[config.mk]
export PLATFORM = sky130hd
export DESIGN_NAME = hazard_scoreboard_fwd
export DESIGN_NICKNAME = d
export VERILOG_FILES = /design/src/rtl/hazard_pkg.sv /design/src/rtl/hazard_port_select.sv /design/src/rtl/hazard_scoreboard_fwd.sv
export SDC_FILE = /design/constraint.sdc
export NUM_CORES = 1
export LEC_CHECK = 0
export BUFFER_PORTS_ARGS = -buffer_cell sky130_fd_sc_hd__buf_2
export CORE_MARGIN = 2
export CORE_UTILIZATION = 55
export DETAILED_ROUTE_END_ITERATION = 8
export GPL_TIMING_DRIVEN = 0
export PLACE_DENSITY = 0.82
export SKIP_LAST_GASP = 1
export SLEW_MARGIN = 20
export SYNTH_ARGS = -nofsm -noshare
export SYNTH_HDL_FRONTEND = slang
export SYNTH_SLANG_ARGS = --single-unit
[constraint.sdc]
create_clock -name clock -period 3.55 [get_ports clock]
set_input_delay 0 -clock clock [delete_from_list [all_inputs] [get_ports clock]]
set_output_delay 0 -clock clock [all_outputs]
set_load 0.005 [all_outputs]
[src/rtl/hazard_pkg.sv]
// Shared select encodings, source classification and helpers for the hazard/forward unit.
package hazard_pkg;

  localparam int SEL_REGFILE = 0;

  // Where a read port's operand comes from; the *_WAIT kinds are the stall cases.
  typedef enum logic [2:0] {
    SRC_REGFILE,
    SRC_STAGE,
    SRC_STAGE_WAIT,
    SRC_CMPL,
    SRC_PEND_WAIT
  } src_e;

  function automatic int clog2(input int value);
    int r;
    r = 0;
    for (int v = value - 1; v > 0; v = v >> 1) r++;
    return r;
  endfunction

  function automatic int sel_stage(input int k);
    return k + 1;
  endfunction

  function automatic int sel_cmpl(input int num_stages);
    return num_stages + 1;
  endfunction

endpackage

[src/rtl/hazard_port_select.sv]
// Single read port: priority match against the forwarding stages, then scoreboard fallback.
module hazard_port_select
  import hazard_pkg::*;
#(
  parameter int NUM_FWD_STAGES = 3,
  parameter int REG_AW         = 5,
  parameter int SEL_W          = 3
) (
  input  logic [REG_AW-1:0]                rd_addr,
  input  logic                             rd_want,
  input  logic                             rd_need,
  input  logic [NUM_FWD_STAGES*REG_AW-1:0] stg_dst,
  input  logic [NUM_FWD_STAGES-1:0]        stg_regwrite,
  input  logic [NUM_FWD_STAGES-1:0]        stg_data_ready,
  input  logic                             rd_pending,
  input  logic                             cmpl_valid,
  input  logic [REG_AW-1:0]                cmpl_dst,
  output logic [SEL_W-1:0]                 fwd_sel,
  output logic                             stall
);

  logic             hit;
  logic             hit_ready;
  logic [SEL_W-1:0] hit_sel;
  src_e             src;

  // Walk from oldest to youngest so the youngest (lowest index) match is left standing.
  always_comb begin
    hit       = 1'b0;
    hit_ready = 1'b0;
    hit_sel   = SEL_W'(SEL_REGFILE);
    for (int k = NUM_FWD_STAGES - 1; k >= 0; k--) begin
      if (stg_regwrite[k] && stg_dst[k*REG_AW +: REG_AW] == rd_addr &&
          stg_dst[k*REG_AW +: REG_AW] != '0) begin
        hit       = 1'b1;
        hit_ready = stg_data_ready[k];
        hit_sel   = SEL_W'(sel_stage(k));
      end
    end
  end

  always_comb begin
    src = SRC_REGFILE;
    if ((rd_want || rd_need) && rd_addr != '0) begin
      if (hit) begin
        src = hit_ready ? SRC_STAGE : SRC_STAGE_WAIT;
      end else if (rd_pending) begin
        src = (cmpl_valid && cmpl_dst == rd_addr) ? SRC_CMPL : SRC_PEND_WAIT;
      end
    end
  end

  always_comb begin
    fwd_sel = SEL_W'(SEL_REGFILE);
    stall   = 1'b0;
    case (src)
      SRC_STAGE:                    fwd_sel = hit_sel;
      SRC_CMPL:                     fwd_sel = SEL_W'(sel_cmpl(NUM_FWD_STAGES));
      SRC_STAGE_WAIT, SRC_PEND_WAIT: stall  = rd_need;
      default:                      fwd_sel = SEL_W'(SEL_REGFILE);
    endcase
  end

endmodule

[src/rtl/hazard_scoreboard_fwd.sv]
// Hazard/forward unit with a pending-write scoreboard for long-latency ops.
module hazard_scoreboard_fwd
  import hazard_pkg::*;
#(
  parameter  int NUM_RD_PORTS   = 2,
  parameter  int NUM_FWD_STAGES = 3,
  parameter  int REG_AW         = 5,
  parameter  int NUM_REGS       = 32,
  parameter  int STALL_CNT_W    = 16,
  localparam int SEL_W          = clog2(NUM_FWD_STAGES + 2)
) (
  input  logic                             clock,
  input  logic                             reset,
  input  logic [NUM_RD_PORTS*REG_AW-1:0]   rd_addr,
  input  logic [NUM_RD_PORTS-1:0]          rd_want,
  input  logic [NUM_RD_PORTS-1:0]          rd_need,
  input  logic [NUM_FWD_STAGES*REG_AW-1:0] stg_dst,
  input  logic [NUM_FWD_STAGES-1:0]        stg_regwrite,
  input  logic [NUM_FWD_STAGES-1:0]        stg_data_ready,
  input  logic                             issue_valid,
  input  logic [REG_AW-1:0]                issue_dst,
  input  logic                             cmpl_valid,
  input  logic [REG_AW-1:0]                cmpl_dst,
  input  logic                             ext_stall,
  output logic [NUM_RD_PORTS*SEL_W-1:0]    fwd_sel,
  output logic                             stall,
  output logic                             issue_accept,
  output logic [NUM_REGS-1:0]              pending,
  output logic                             busy,
  output logic [STALL_CNT_W-1:0]           stall_count,
  output logic                             err_sticky
);

  logic [NUM_RD_PORTS-1:0] port_stall;
  logic                    waw_stall;
  logic                    cmpl_err;
  logic [NUM_REGS-1:0]     pending_next;

  for (genvar p = 0; p < NUM_RD_PORTS; p++) begin : g_port
    hazard_port_select #(
      .NUM_FWD_STAGES(NUM_FWD_STAGES),
      .REG_AW        (REG_AW),
      .SEL_W         (SEL_W)
    ) u_sel (
      .rd_addr       (rd_addr[p*REG_AW +: REG_AW]),
      .rd_want       (rd_want[p]),
      .rd_need       (rd_need[p]),
      .stg_dst       (stg_dst),
      .stg_regwrite  (stg_regwrite),
      .stg_data_ready(stg_data_ready),
      .rd_pending    (pending[rd_addr[p*REG_AW +: REG_AW]]),
      .cmpl_valid    (cmpl_valid),
      .cmpl_dst      (cmpl_dst),
      .fwd_sel       (fwd_sel[p*SEL_W +: SEL_W]),
      .stall         (port_stall[p])
    );
  end

  // A same-cycle completion retires the old write, so a re-issue to that register is safe.
  always_comb begin
    waw_stall    = issue_valid && issue_dst != '0 && pending[issue_dst] &&
                   !(cmpl_valid && cmpl_dst == issue_dst);
    stall        = (|port_stall) || waw_stall || ext_stall;
    issue_accept = issue_valid && !stall && !reset;
    busy         = |pending;
    cmpl_err     = cmpl_valid && cmpl_dst != '0 && !pending[cmpl_dst];
  end

  // Clear before set so a same-cycle issue to the completing register keeps it pending.
  always_comb begin
    pending_next = pending;
    if (cmpl_valid) pending_next[cmpl_dst] = 1'b0;
    if (issue_accept && issue_dst != '0) pending_next[issue_dst] = 1'b1;
    pending_next[0] = 1'b0;
  end

  always_ff @(posedge clock or posedge reset) begin
    if (reset) begin
      pending     <= '0;
      stall_count <= '0;
      err_sticky  <= 1'b0;
    end else begin
      pending <= pending_next;
      if (cmpl_err) err_sticky <= 1'b1;
      if (stall && stall_count != '1) stall_count <= stall_count + STALL_CNT_W'(1);
    end
  end

endmodule

======== After elaboration in Yosys (flattened, before gate mapping) ========
Index checks and enable logic that the tools add are counted.
W data, S select, Z words.
storage, ports and cells
  register bits after elaboration ......... 48
  input port bits ......................... 50
  output and inout port bits .............. 58
  logic and storage cells ................. 124
operators by class
  $add $sub $neg .......................... 1
  magnitude comparators ................... 6
  equality and inequality tests ........... 18
  multiplexer cells ....................... 46
  bitwise operators ....................... 3
  reductions and logical operators ........ 47
operator list
  operator                 number
  $mux W32                 2
  $eq A5 B5 Y1             9
  $reduce_bool A5 Y1       7
  $and A32 B32 Y32         1
  $not A32 Y32             1
  $or A32 B32 Y32          1
  $reduce_or A31 Y1        1
  $logic_and A1 B1 Y1      28
  $lt A5 B6 Y1 const B     4
  $mux W3                  8
  $bmux W1 S5              4
  $mux W1                  20
  $add A16 B1 Y16 const B  1
  $mux W2                  8
  $ne A16 B16 Y1 const B   1
  $eq A3 B2 Y1 const B     4
  $pmux W3 S2              2
  $demux W1 S5             2
  $ge A5 B1 Y1 const B     2
  $eq A3 B1 Y1 const B     2
  $eq A3 B3 Y1 const B     2
  $reduce_or A2 Y1         3
  $logic_not A1 Y1         4
  $logic_or A1 B1 Y1       4

======== Depth between registers and ports, before layout ========
Gate-level depths: netlist (run 1).
  depth after elaboration ................. 20
  mapped depth ............................ 12
  mapped depth without buffers ............ 8

======== Modules after synthesis ========
A second synthesis (run 1) with hierarchy kept.
second synthesis, totals
  cell total of the unflattened synthesis .. 431
  area total of the unflattened synthesis .. 4267.8 um^2
modules (own cells, without submodules)
  module                 times used  cells each  area an instance (um^2)  sequential area each (um^2)
  hazard_scoreboard_fwd  1           317         3392.0                   1201.2
  hazard_port_select     2           57          437.9                    0.0

======== Worst setup path before layout (run 1) ========
No wires, ideal clock.
  kind .................................... register -> register
  start point ............................. register pending[7]
  end point ............................... register pending[22]
  library setup time ...................... 93 ps
  arrival ................................. 2440 ps
  required time ........................... 3457 ps
  setup slack ............................. 1017 ps
  stages on the path, launching flop included .. 11
  path buffers ............................ 2
  clock period less this slack ............ 2533 ps
  path through ............................ dfrtp_1 -> mux4_2 -> nand2b_1 -> a31oi_1 -> o21ai_1 -> a311o_1 -> a311oi_2 -> buf_6 -> nand3_4 -> buf_6 -> o31ai_2
between the ends
  word-level cells in the longest chain between the ends .. 16
  elaborated cells between the ends (all ways) .. 30
  those cells by class .................... eq/ne: 4; mux: 15; reduce/logical: 11
RTL lines
  item                                          line                         source
  from (decl)                                   hazard_scoreboard_fwd.sv:28  output logic [NUM_REGS-1:0] pending,
  from (signal assigned)                        hazard_scoreboard_fwd.sv:83  pending <= pending_next;
  $bmux W1 S5                                   hazard_scoreboard_fwd.sv:51  .rd_pending (pending[rd_addr[p*REG_AW +: REG_AW]]),
  $mux W1 (implied by the code)                 hazard_scoreboard_fwd.sv:51
  $mux W3                                       hazard_port_select.sv:47     end else if (rd_pending) begin
  $mux W3                                       hazard_port_select.sv:45     if (hit) begin
  $mux W3                                       hazard_port_select.sv:44     if ((rd_want || rd_need) && rd_addr != '0) begin
  $eq A3 B2 Y1 or $eq A3 B3 Y1 (tied branches)  hazard_port_select.sv:56     case (src)
  $reduce_or A2 Y1                              hazard_port_select.sv:56
  $mux W1                                       hazard_port_select.sv:56
  $reduce_or A2 Y1                              hazard_scoreboard_fwd.sv:63  stall = (|port_stall) || waw_stall || ext_stall;
  $logic_or A1 B1 Y1 (*) (2 in a row)           hazard_scoreboard_fwd.sv:63
  $logic_not A1 Y1 (*)                          hazard_scoreboard_fwd.sv:64  issue_accept = issue_valid && !stall && !reset;
  $logic_and A1 B1 Y1 (*) (2 in a row)          hazard_scoreboard_fwd.sv:64
  $logic_and A1 B1 Y1 (*)                       hazard_scoreboard_fwd.sv:73  if (issue_accept && issue_dst != '0) pending_next[issue_dst] = 1'b1;
  $mux W32 (*)                                  hazard_scoreboard_fwd.sv:73
  named net pending_next[22]                    hazard_scoreboard_fwd.sv:37  logic [NUM_REGS-1:0] pending_next;
Mark *: on every way through the listed nets, which the timed path passes. The rest lies on a longest branch. The select of a mux whose other input is x is not followed.
A chain may end at the register's enable or synchronous reset.

======== Worst setup path in the final report (run 1) ========
  start point ............................. register pending[15]
  end point ............................... register pending[1]
The elaborated chain is that of the path after synthesis.

==> metrics.md, run 1 <==
| Metric | Value |
|---|---|
| Clock share of power | 0.216 |
| Vias in the first global route | 4118 |
| Worst path cell trace | mux4_4, mux2i_1, o21ai_1, a311o_1, a311oi_2, buf_6, nand3_1, o21ai_0 |
| Leak pwr | 2.22 nW |
| Max stage delay on crit path | 0.62 ns |
| Initial core utilization | 0.570 |
| Antenna diodes | 0 |
| Switching Share | 0.364 |
| CTS Buf Count | 5 |
| Layout cells sized above 1 | 0.312 |
| # H-tree levels | 2 |
| Worst path slowest cell | mux4_4 |
| WP data arrival | 3.34 ns |
| Clk slew on worst S/H paths | 0.09 ns |
| Grt ovf | 0 |
| Die X | 93.5 um |
| Clk buf depth | 2 |
| Synth Register Bits | 48 |
| Largest net degree at the start of global routing | 28 |
| Netlist cell types | 71 |
| Reg2Reg Setup Slack | 0.42 ns |
| Switching pwr | 0.000727 W |
| Mapped Area | 4400 um2 |
| Area of the die | 8740 um2 |
| 1st-iter DRT viols | 604 |
| Post-CTS Setup Bufs | 0 |
| DRC violations left | 0 |
| PwrDens | 388 nW/um2 |
| Site Rows | 32 |
| Yosys top cell area share | 0.273 |
| Clk sinks | 48 |
| Initial antenna violation count | 0 |
| First-pass GRT wire length | 20700 um |
| Drt total wl | 13200 um |
| Internal power | 0.00127 W |
| Top Ports | 108 |
| Worst hold path depth | 3 |
| R2R Path End | pending[1]$_DFF_PP0_ |
| Area added between synthesis and finish | 17.0% |
| Area contributors post-synth | dfrtp_1, mux4_2, xor2_1, mux2i_1, o21ai_0 |
| CTS hold repair buffers | 1 |
| Dpl ws | 0.569 ns |
| Startpoint class of the critical path | flop |
| CP endpoint kind | flop |
| Crit share post-route | 0.881 |
| Hold Path Sink | pending[6]$_DFF_PP0_ |
| Overall power | 0.00200 W |
| Post-synth ARST share | 1.00 |
| Post-synth EDFFs | 0 |
| Final Net Count | 608 |
| Final min period | 3.13 ns |
| GRT Overall Usage | 0.301 |
| Layout Skew | 0.0101 ns |
| Main synth FF type | dfrtp_1 |
| CP Max Fanout | 10 |
| Vias/cell | 6.63 |
| Worst VDD drop | 0.391 mV |
| Sequential fraction of the synthesis area | 0.273 |
| Final setup vio count | 0 |
| Clk_lat worst skew | 0.31 ns |
| RePlAce Congestion | 0.936 |
| Yosys top cell by area | dfrtp_1 |
| Worst setup margin | 0.421 ns |
| Via count | 4374 |
| Synth Area per Inst | 9.64 um2 |
| Chip height | 93.5 um |
| # port buffers | 91 |
| CTS root buffer | clkbuf_8 |
| CP required | 3.76 ns |
| Hold Startpoint | issue_dst[1] |
| Synth Instances | 457 |
| WS Path Type | flop to flop |
| Logic pwr share | 0.368 |
| RSZ-0062 raised after global routing | no |
| Worst slew margin | 0.450 |
| Final antenna-violating net count | 0 |
| Status | completed |
| Sequential share of power | 0.416 |
| Syn_nets | 508 |
| Reg2reg start | pending[15]$_DFF_PP0_ |
| Final Hold Viols | 0 |
| FF-to-FF path depth | 8 |
| # resized after CTS | 0 |
| Fin Setup TNS | 0 ns |
| Max-Cap Viols | 0 |
| Tightest Pin Transition | 0.817 ns |
| Placed wire-length estimate | 9870 um |
| Fmax achieved | 0.320 GHz |
| CTS tree | yes |
| Warnings from Yosys | 0 |
| Hold Path Class | input pin to flop |
| Floorplan core area | 7730 um2 |
| Pre-Repair DR Iteration Count | 5 |
| Max Transition Viols Final | 0 |
| Post-detailed-route wirelength per cell | 20.0 um |
## worst max-delay path by stage
| stage | start | end | slack, ns |
|---|---|---|---|
| after floorplan | pending[7]$_DFF_PP0_ | pending[22]$_DFF_PP0_ | 1.02 |
| after global placement | pending[15]$_DFF_PP0_ | pending[28]$_DFF_PP0_ | 0.61 |
| after detailed placement | pending[15]$_DFF_PP0_ | pending[8]$_DFF_PP0_ | 0.57 |
| after CTS | pending[15]$_DFF_PP0_ | issue_accept | 0.50 |
| after global routing | pending[3]$_DFF_PP0_ | pending[13]$_DFF_PP0_ | 0.29 |
| final | pending[15]$_DFF_PP0_ | pending[1]$_DFF_PP0_ | 0.42 |
## kinds of logic (layout without fill, tap and decap cells)
family / count (synthesis) / count (layout) / synth area share
compound gates: 100 / 100 / 0.159
xor+xnor: 60 / 60 / 0.121
fa+ha+maj: 1 / 1 / 0.00284
buf+inv: 42 / 143 / 0.0685
flops: 48 / 48 / 0.273
mux: 48 / 48 / 0.164
other cells: 1 / 1 / 0.000851
simple gates: 157 / 157 / 0.211
## registers in the layout (all words and copies together) (netlist names)
| signal | cells |
|---|---|
| err_sticky | 1 |
| stall_count | 16 |
| pending | 31 |
## critical path, delay by kind of cell, from the launching register on
kind / cells / cell delay, ns
buffers and inverters: 1 / 0.23
DFF: 1 / 0.48
and+or+nand+nor: 1 / 0.33
muxes: 2 / 0.80
AOI/OAI and AO/OA: 4 / 1.18
## synth_stat cells, types with 3 or more instances
library cell and instances:
o22ai_1 6, a21oi_1 4, buf_6 10, inv_1 4
nand4_1 6, o21ai_0 50, clkbuf_8 4, o31ai_2 9
and3_1 7, buf_2 6, o31ai_1 7, nand2b_1 5
nand3_1 19, or4_1 5, xor2_1 39, clkbuf_1 11
nand3b_1 6, nor4_1 16, xnor2_1 20, nand2_1 24
mux2i_1 27, or2b_1 3, nor2_1 21, mux4_2 18
a31oi_1 3, nor4b_2 3, dfrtp_1 48, or3_1 4
nor3_1 14
## power groups by stage
stage	sequential [W]	clock, W	combinational, W
floorplan	0.000802	0	0.000465
global placement	0.000828	0	0.000703
detailed placement	0.000834	0	0.000727
CTS	0.000824	0.000434	0.000732
global route	0.000849	0.000453	0.000807
finish	0.000832	0.000432	0.000735
## routing by layer
layer	up-vias	part of all wire	GRT usage
li1	1928	-	-
met1	2111	0.40	0.412
met2	298	0.48	0.506
met3	37	0.10	0.0338
met4	0	0.025	0.0895
met5	-	0	0
## final cells by class
cell class / instances / area [um2]
buffer: 37 / 283
inverter: 5 / 18.8
multi-input combinational: 367 / 2900
fill: 607 / 2580
clock buffer: 7 / 96.3
timing repair buffer: 93 / 493
tap: 102 / 128
sequential: 48 / 1200
clock inverter: 1 / 30.0
## placed cells by master, fill, tap and decap left out, types with 3 or more instances in the layout
| cell | instances |
|---|---|
| clkbuf_1 | 11 |
| a21oi_1 | 4 |
| xor2_1 | 39 |
| nand2b_1 | 5 |
| mux2i_1 | 27 |
| nor3_1 | 14 |
| o22ai_1 | 6 |
| xnor2_1 | 20 |
| o31ai_1 | 7 |
| clkbuf_8 | 11 |
| nand3_1 | 19 |
| or2b_1 | 3 |
| inv_1 | 3 |
| nand3b_1 | 6 |
| o21ai_0 | 50 |
| buf_6 | 10 |
| and3_1 | 7 |
| o31ai_2 | 9 |
| buf_2 | 97 |
| or4_1 | 5 |
| nor4b_2 | 3 |
| nand2_1 | 24 |
| mux4_2 | 18 |
| nor4_1 | 16 |
| nor2_1 | 21 |
| or3_1 | 4 |
| dfrtp_1 | 48 |
| nand4_1 | 6 |
| a31oi_1 | 3 |
## per-stage QoR
step / area, um2 / utilization / instances / hold slack, ns
floorplan: 4400 / - / 457 / 0.153
global placement: 4990 / 0.645 / 650 / 0.401
detailed placement: 5010 / 0.649 / 651 / 0.118
CTS: 5150 / 0.667 / 660 / 0.0918
global route: 5150 / 0.667 / 660 / 0.108
finish: 5150 / 0.667 / 660 / 0.0960
Power figures use the tool's default switching activity.
==> inputs of run 2 (changes only) <==
CTS_CLUSTER_SIZE = 30   (was not set)
PLACE_DENSITY = not set   (was 0.82)
PLACE_DENSITY_LB_ADDON = 0.1   (was not set)
==> run 2 against run 1 <==
Net effect:
- maximum frequency grew 2.8%
- final area shrank 0.95%
- die area is the same
- cell count shrank 0.15%
- largest cell class unchanged
==> metrics.md, run 2 (synthesized netlist as in run 1, its figures left out) <==
| Metric | Value |
|---|---|
| Largest net degree at the start of global routing | 26 (-7.1%) |
| R2R Path End | pending[21]$_DFF_PP0_ |
| Area added between synthesis and finish | 15.9% |
| CTS root buffer | clkbuf_8 |
| Grt ovf | 0 (unchanged) |
| # port buffers | 91 (unchanged) |
| Max-Cap Viols | 0 (unchanged) |
| Placed wire-length estimate | 9740 um (-1.3%) |
| Reg2reg start | pending[15]$_DFF_PP0_ |
| Fin Setup TNS | 0 ns (unchanged) |
| Worst Setup EP | pending[21]$_DFF_PP0_ |
| Clk buf depth | 2 (unchanged) |
| Commonest non-fill, non-tap cells in the layout | buf_2, o21ai_0, dfrtp_1 |
| Tightest Pin Transition | 0.960 ns (+0.142 ns) |
| Startpoint class of the critical path | flop |
| CP delay by family, top | compound AO/OA/AOI/OAI gates |
| Layout cells sized above 1 | 0.309 (-0.00303) |
| Crit path buffers/inverters | 1 (unchanged) |
| Site Rows | 32 (unchanged) |
| Final min period | 3.04 ns (-0.0852 ns) |
| Max Transition Viols Final | 0 (unchanged) |
| CTS tree | yes |
| Clk_lat worst skew | 0.31 ns (about the same) |
| WS Path Type | flop to flop |
| Crit path from | pending[15]$_DFF_PP0_ |
| GRT Overall Usage | 0.306 (+0.00413) |
| Chip height | 93.5 um (unchanged) |
| CP endpoint kind | flop |
| Sequential share of power | 0.442 (+0.026) |
| Switching Share | 0.383 (+0.0193) |
| Final Net Count | 608 (unchanged) |
| RSZ-0062 raised after global routing | no |
| 1st-iter DRT viols | 443 (-27%) |
| Via count | 4267 (-2.4%) |
| Initial antenna violation count | 0 (unchanged) |
| Regs by FF count | pending: 31 flops, stall_count: 16 flops, err_sticky: 1 flops |
| Fmax achieved | 0.329 GHz (+2.8%) |
| Commonest non-fill, non-tap cell in the layout | buf_2 |
| Clk slew on worst S/H paths | 0.08 ns (about the same) |
| Status | completed |
| Worst slew margin | 0.354 (-0.0958) |
| Final setup vio count | 0 (unchanged) |
| Crit share post-route | 0.857 (-0.0240) |
| Logic pwr share | 0.391 (+0.023) |
| Initial core utilization | 0.570 (unchanged) |
| Post-Layout Cell Count | 659 (-0.15%) |
| Switching pwr | 0.000719 W (-1.1%) |
| Worst path cell trace | mux4_4, mux2i_1, o21ai_1, a311o_1, a311oi_2, buf_6, nand3_1, o21ai_0 |
| Drt total wl | 13300 um (+0.65%) |
| WP data arrival | 3.25 ns (-0.09 ns) |
| Vias in the first global route | 4018 (-2.4%) |
| Final Hold Viols | 0 (unchanged) |
| Layout Skew | 0.00717 ns (-0.00291 ns) |
| Clock share of power | 0.167 (-0.049) |
| Clk sinks | 48 (unchanged) |
| Worst VDD drop | 0.331 mV (-15%) |
| Max FFs per register | 31 (unchanged) |
| Worst path slowest cell | mux4_4 |
| Leak pwr | 2.20 nW (-1.1%) |
| Hold Path Class | input pin to flop |
| Pre-Repair DR Iteration Count | 5 (unchanged) |
| Reg2Reg Setup Slack | 0.51 ns (+0.09 ns) |
| Antenna diodes | 0 (unchanged) |
| Final antenna-violating net count | 0 (unchanged) |
| Max stage delay on crit path | 0.63 ns (about the same) |
| Hold slack | 0.0932 ns (-0.00277 ns) |
| FF-to-FF path depth | 8 (unchanged) |
| CP Depth | 8 (unchanged) |
| PwrDens | 368 nW/um2 (-5.2%) |
| Floorplan core area | 7730 um2 (unchanged) |
| Cells after DPL | 651 (unchanged) |
| DRC violations left | 0 (unchanged) |
| Top Ports | 108 (unchanged) |
| CP Max Fanout | 10 (unchanged) |
| Area of the die | 8740 um2 (unchanged) |
| # H-tree levels | 2 (unchanged) |
| Vias/cell | 6.47 (-2.3%) |
| CP required | 3.75 ns (about the same) |
| RePlAce Congestion | 0.905 (-3.3%) |
| CTS Buf Count | 5 (unchanged) |
| Internal power | 0.00116 W (-8.9%) |
| Post-detailed-route wirelength per cell | 20.2 um (+0.80%) |
| Die X | 93.5 um (unchanged) |
| # resized after CTS | 0 (unchanged) |
| First-pass GRT wire length | 20700 um (about the same) |
| Largest register by flop count | pending |
## run 2: stage by stage
step	total power (W)	setup WS, ns	instance area [um2]	utilization
global placement	0.00154	0.616	4990	0.645
detailed placement	0.00156	0.590	5010	0.649
finish	0.00188	0.507	5100	0.660
global route	0.00199	0.389	5100	0.660
floorplan	0.00127	1.02	4400	-
CTS	0.00187	0.565	5100	0.660
## run 2: cell type report
cell class	instances	area, um2
Clock buffer	6	72.6
Timing Repair Buffer	93	493
Sequential cell	48	1200
Multi-Input combinational cell	367	2900
Fill cell	665	2630
Tap cell	102	128
Buffer	37	283
Clock inverter	1	5.00
Inverter	5	18.8
## run 2: repair_timing
action	4_1_cts	5_1_grt
endpoints found under the hold margin	24	0
setup buffers	0	0
hold buffers	1	0
## run 2: worst min path at each step
stage / from / end / slack (ns) / cells past startpoint
floorplan: rd_want[1] / fwd_sel[3] / 0.15 / 2
global placement: rd_want[1] / fwd_sel[3] / 0.38 / 4
detailed placement: reset / stall_count[6]$_DFFE_PP0P_ / 0.09 / 2
CTS: issue_dst[1] / pending[2]$_DFF_PP0_ / 0.09 / 3
global route: issue_dst[1] / pending[31]$_DFF_PP0_ / 0.12 / 3
finish: issue_dst[1] / pending[7]$_DFF_PP0_ / 0.09 / 3
## run 2: power by group through the flow
| stage | sequential (W) | combinational, W | clock, W |
|---|---|---|---|
| after floorplan | 0.000802 | 0.000465 | 0 |
| after global placement | 0.000828 | 0.000709 | 0 |
| after detailed placement | 0.000833 | 0.000727 | 0 |
| after CTS | 0.000823 | 0.000733 | 0.000315 |
| after global routing | 0.000847 | 0.000806 | 0.000334 |
| final | 0.000829 | 0.000734 | 0.000313 |
## run 2: layer usage
metal,routed length [um],track usage,up-vias
met4,367,0.132,0
met3,1280,0.0363,34
met1,5330,0.426,2036
met2,6310,0.480,276
met5,0,0,-
li1,-,-,1921
## run 2: tightest hold or removal path, cell delays in order
cell	delay [ns]
buf_2	0.17
nand3_4	0.13
o31ai_1	0.07
==> inputs of run 3 (changes only) <==
RECOVER_POWER = 100   (was not set)
==> run 3 against run 2 <==
Net effect:
- routed wire length grew 0.78%
- sequential power is essentially flat
- highest routed layer unchanged
- global-route usage is the same
- critical path type is now input pin to flop
- critical endpoint unchanged
- worst hold slack gained 0.0017 ns
- final area shrank 2.7%
- largest cell class unchanged
- register-to-register slack gained 0.03 ns
==> metrics.md, run 3 (synthesized netlist as in run 1, its figures left out) <==
| Metric | Value |
|---|---|
| Vias/cell | 6.41 (-0.96%) |
| Top Ports | 108 (unchanged) |
| Leak pwr | 2.07 nW (-5.9%) |
| Chip height | 93.5 um (unchanged) |
| Placed wire-length estimate | 9740 um (unchanged) |
| First-pass GRT wire length | 20700 um (unchanged) |
| Final antenna-violating net count | 0 (unchanged) |
| RePlAce Congestion | 0.905 (unchanged) |
| # H-tree levels | 2 (unchanged) |
| Startpoint class of the critical path | input pin |
| Worst VDD drop | 0.329 mV (-0.55%) |
| CTS tree | yes |
| Largest net degree at the start of global routing | 26 (unchanged) |
| Initial core utilization | 0.570 (unchanged) |
| CTS Buf Count | 5 (unchanged) |
| Hold Startpoint | issue_dst[3] |
| Drt total wl | 13400 um (+0.78%) |
| DRC violations left | 0 (unchanged) |
| Layout Skew | 0.00754 ns (+0.000371 ns) |
| Worst slew margin | 0.0925 (-0.262) |
| Site Rows | 32 (unchanged) |
| Commonest non-fill, non-tap cells in the layout | buf_2, o21ai_0, dfrtp_1 |
| GRT Overall Usage | 0.306 (unchanged) |
| Pre-Repair DR Iteration Count | 5 (unchanged) |
| Clk sinks | 48 (unchanged) |
| Post-Layout Cell Count | 659 (unchanged) |
| Max-Cap Viols | 0 (unchanged) |
| Max FFs per register | 31 (unchanged) |
| CTS root buffer | clkbuf_8 |
| Area of the die | 8740 um2 (unchanged) |
| Crit share post-route | 0.878 (+0.0202) |
| CP endpoint kind | flop |
| Reg2Reg Setup Slack | 0.54 ns (+0.03 ns) |
| Commonest non-fill, non-tap cell in the layout | buf_2 |
| Clk slew on worst S/H paths | 0.09 ns (about the same) |
| Initial antenna violation count | 0 (unchanged) |
| RSZ-0062 raised after global routing | no |
| Layout cells sized above 1 | 0.233 (-0.0754) |
| Clk_lat worst skew | 0.31 ns (about the same) |
| Die X | 93.5 um (unchanged) |
| Worst hold path depth | 3 (unchanged) |
| R2R Path End | pending[21]$_DFF_PP0_ |
| FF-to-FF path depth | 8 (unchanged) |
| Overall power | 0.00186 W (-1.1%) |
| 1st-iter DRT viols | 482 (+8.8%) |
| Tightest Pin Transition | 1.36 ns (+0.401 ns) |
| Final Hold Viols | 0 (unchanged) |
| Largest register by flop count | pending |
| Reg2reg start | pending[13]$_DFF_PP0_ |
| Worst setup margin | 0.435 ns (-0.0718 ns) |
| PwrDens | 374 nW/um2 (+1.6%) |
| Grt ovf | 0 (unchanged) |
| Final Net Count | 608 (unchanged) |
| Status | completed |
| Hold Path Class | input pin to flop |
| Cells after DPL | 651 (unchanged) |
| Fmax achieved | 0.321 GHz (-2.3%) |
| Clk buf depth | 2 (unchanged) |
| Floorplan core area | 7730 um2 (unchanged) |
| Via count | 4226 (-0.96%) |
| Placement Cell Area | 5010 um2 (unchanged) |
| # port buffers | 91 (unchanged) |
| Filler cells | 697 (+4.8%) |
| Vias in the first global route | 4018 (unchanged) |
| Antenna diodes | 0 (unchanged) |
| Area added between synthesis and finish | 12.8% |
| Post-detailed-route wirelength per cell | 20.3 um (+0.78%) |
| CP Max Fanout | 10 (unchanged) |
| Final setup vio count | 0 (unchanged) |
| Hold Path Sink | pending[3]$_DFF_PP0_ |
| Final min period | 3.12 ns (+0.0718 ns) |
| CP required | 3.76 ns (about the same) |
| Fin Setup TNS | 0 ns (unchanged) |
| WS Path Type | input pin to flop |
| Post-layout instance area | 4970 um2 (-2.7%) |
| Max Transition Viols Final | 0 (unchanged) |
| WP data arrival | 3.32 ns (+0.07 ns) |
| Regs by FF count | pending: 31 flops, stall_count: 16 flops, err_sticky: 1 flops |
| Dpl ws | 0.590 ns (unchanged) |
## run 3: cell types whose count changed in the layout (fill, tap and decap cells not counted), moves of 3 or more
cell      delta
nor4b_1      +3
o31ai_2      -9
nor4b_2      -3
o31ai_1      +9
buf_2       -25
clkbuf_1    +27
## run 3: timing repair
| action | in CTS | in global routing |
|---|---|---|
| gates resized for setup | 0 | 0 |
| hold buffers | 1 | 0 |
| buffers inserted | 0 | 0 |
| hold endpoints to repair | 24 | 0 |
| endpoints found under the setup margin | 0 | 0 |
## run 3: critical path, stage by stage
cell and delay [ns]:
buf_6 0.12, clkbuf_1 0.59, xnor2_2 0.17, nand3_1 0.10, nor4_1 0.83, mux2i_1 0.28, a311oi_2 0.38, buf_6 0.21
nand3_1 0.33, o21ai_0 0.32
## run 3: cell type report
cell class / count / area, um2 / share of cell area
Clock inverter: 1 / 5.00 / 0.00101
Sequential cell: 48 / 1200 / 0.242
Clock buffer: 6 / 72.6 / 0.0146
Inverter: 5 / 18.8 / 0.00378
Multi-Input combinational cell: 367 / 2830 / 0.570
Buffer: 37 / 272 / 0.0547
Timing Repair Buffer: 93 / 438 / 0.0882
Tap cell: 102 / 128 / 0.0257
## run 3: power by group
part           leakage (nW)  internal, W  switching [W]
logic                  1.41     0.000345       0.000365
registers             0.618     0.000661       0.000169
clock network        0.0410     0.000134       0.000182
## run 3: per-layer routing
| metal | share of wire | GRT usage | wire [um] |
|---|---|---|---|
| met4 | 0.028 | 0.132 | 379 |
| met1 | 0.41 | 0.426 | 5440 |
| met2 | 0.47 | 0.480 | 6350 |
| met5 | 0 | 0 | 0 |
| met3 | 0.092 | 0.0363 | 1230 |
## run 3: how the worst max path moves through the flow
stage / end / slack (ns) / startpoint
4_1_cts: pending[21]$_DFF_PP0_ / 0.57 / pending[13]$_DFF_PP0_
3_3_place_gp: pending[21]$_DFF_PP0_ / 0.62 / rd_addr[5]
3_5_place_dp: pending[21]$_DFF_PP0_ / 0.59 / rd_addr[5]
6_report: pending[21]$_DFF_PP0_ / 0.43 / rd_addr[5]
2_1_floorplan: pending[22]$_DFF_PP0_ / 1.02 / pending[7]$_DFF_PP0_
5_1_grt: pending[9]$_DFF_PP0_ / 0.21 / rd_addr[5]
## run 3: through the flow
stage,hold slack (ns),util
global placement,0.378,0.645
detailed placement,0.0916,0.649
global route,0.119,0.643
CTS,0.0896,0.660
floorplan,0.153,-
finish,0.0950,0.643
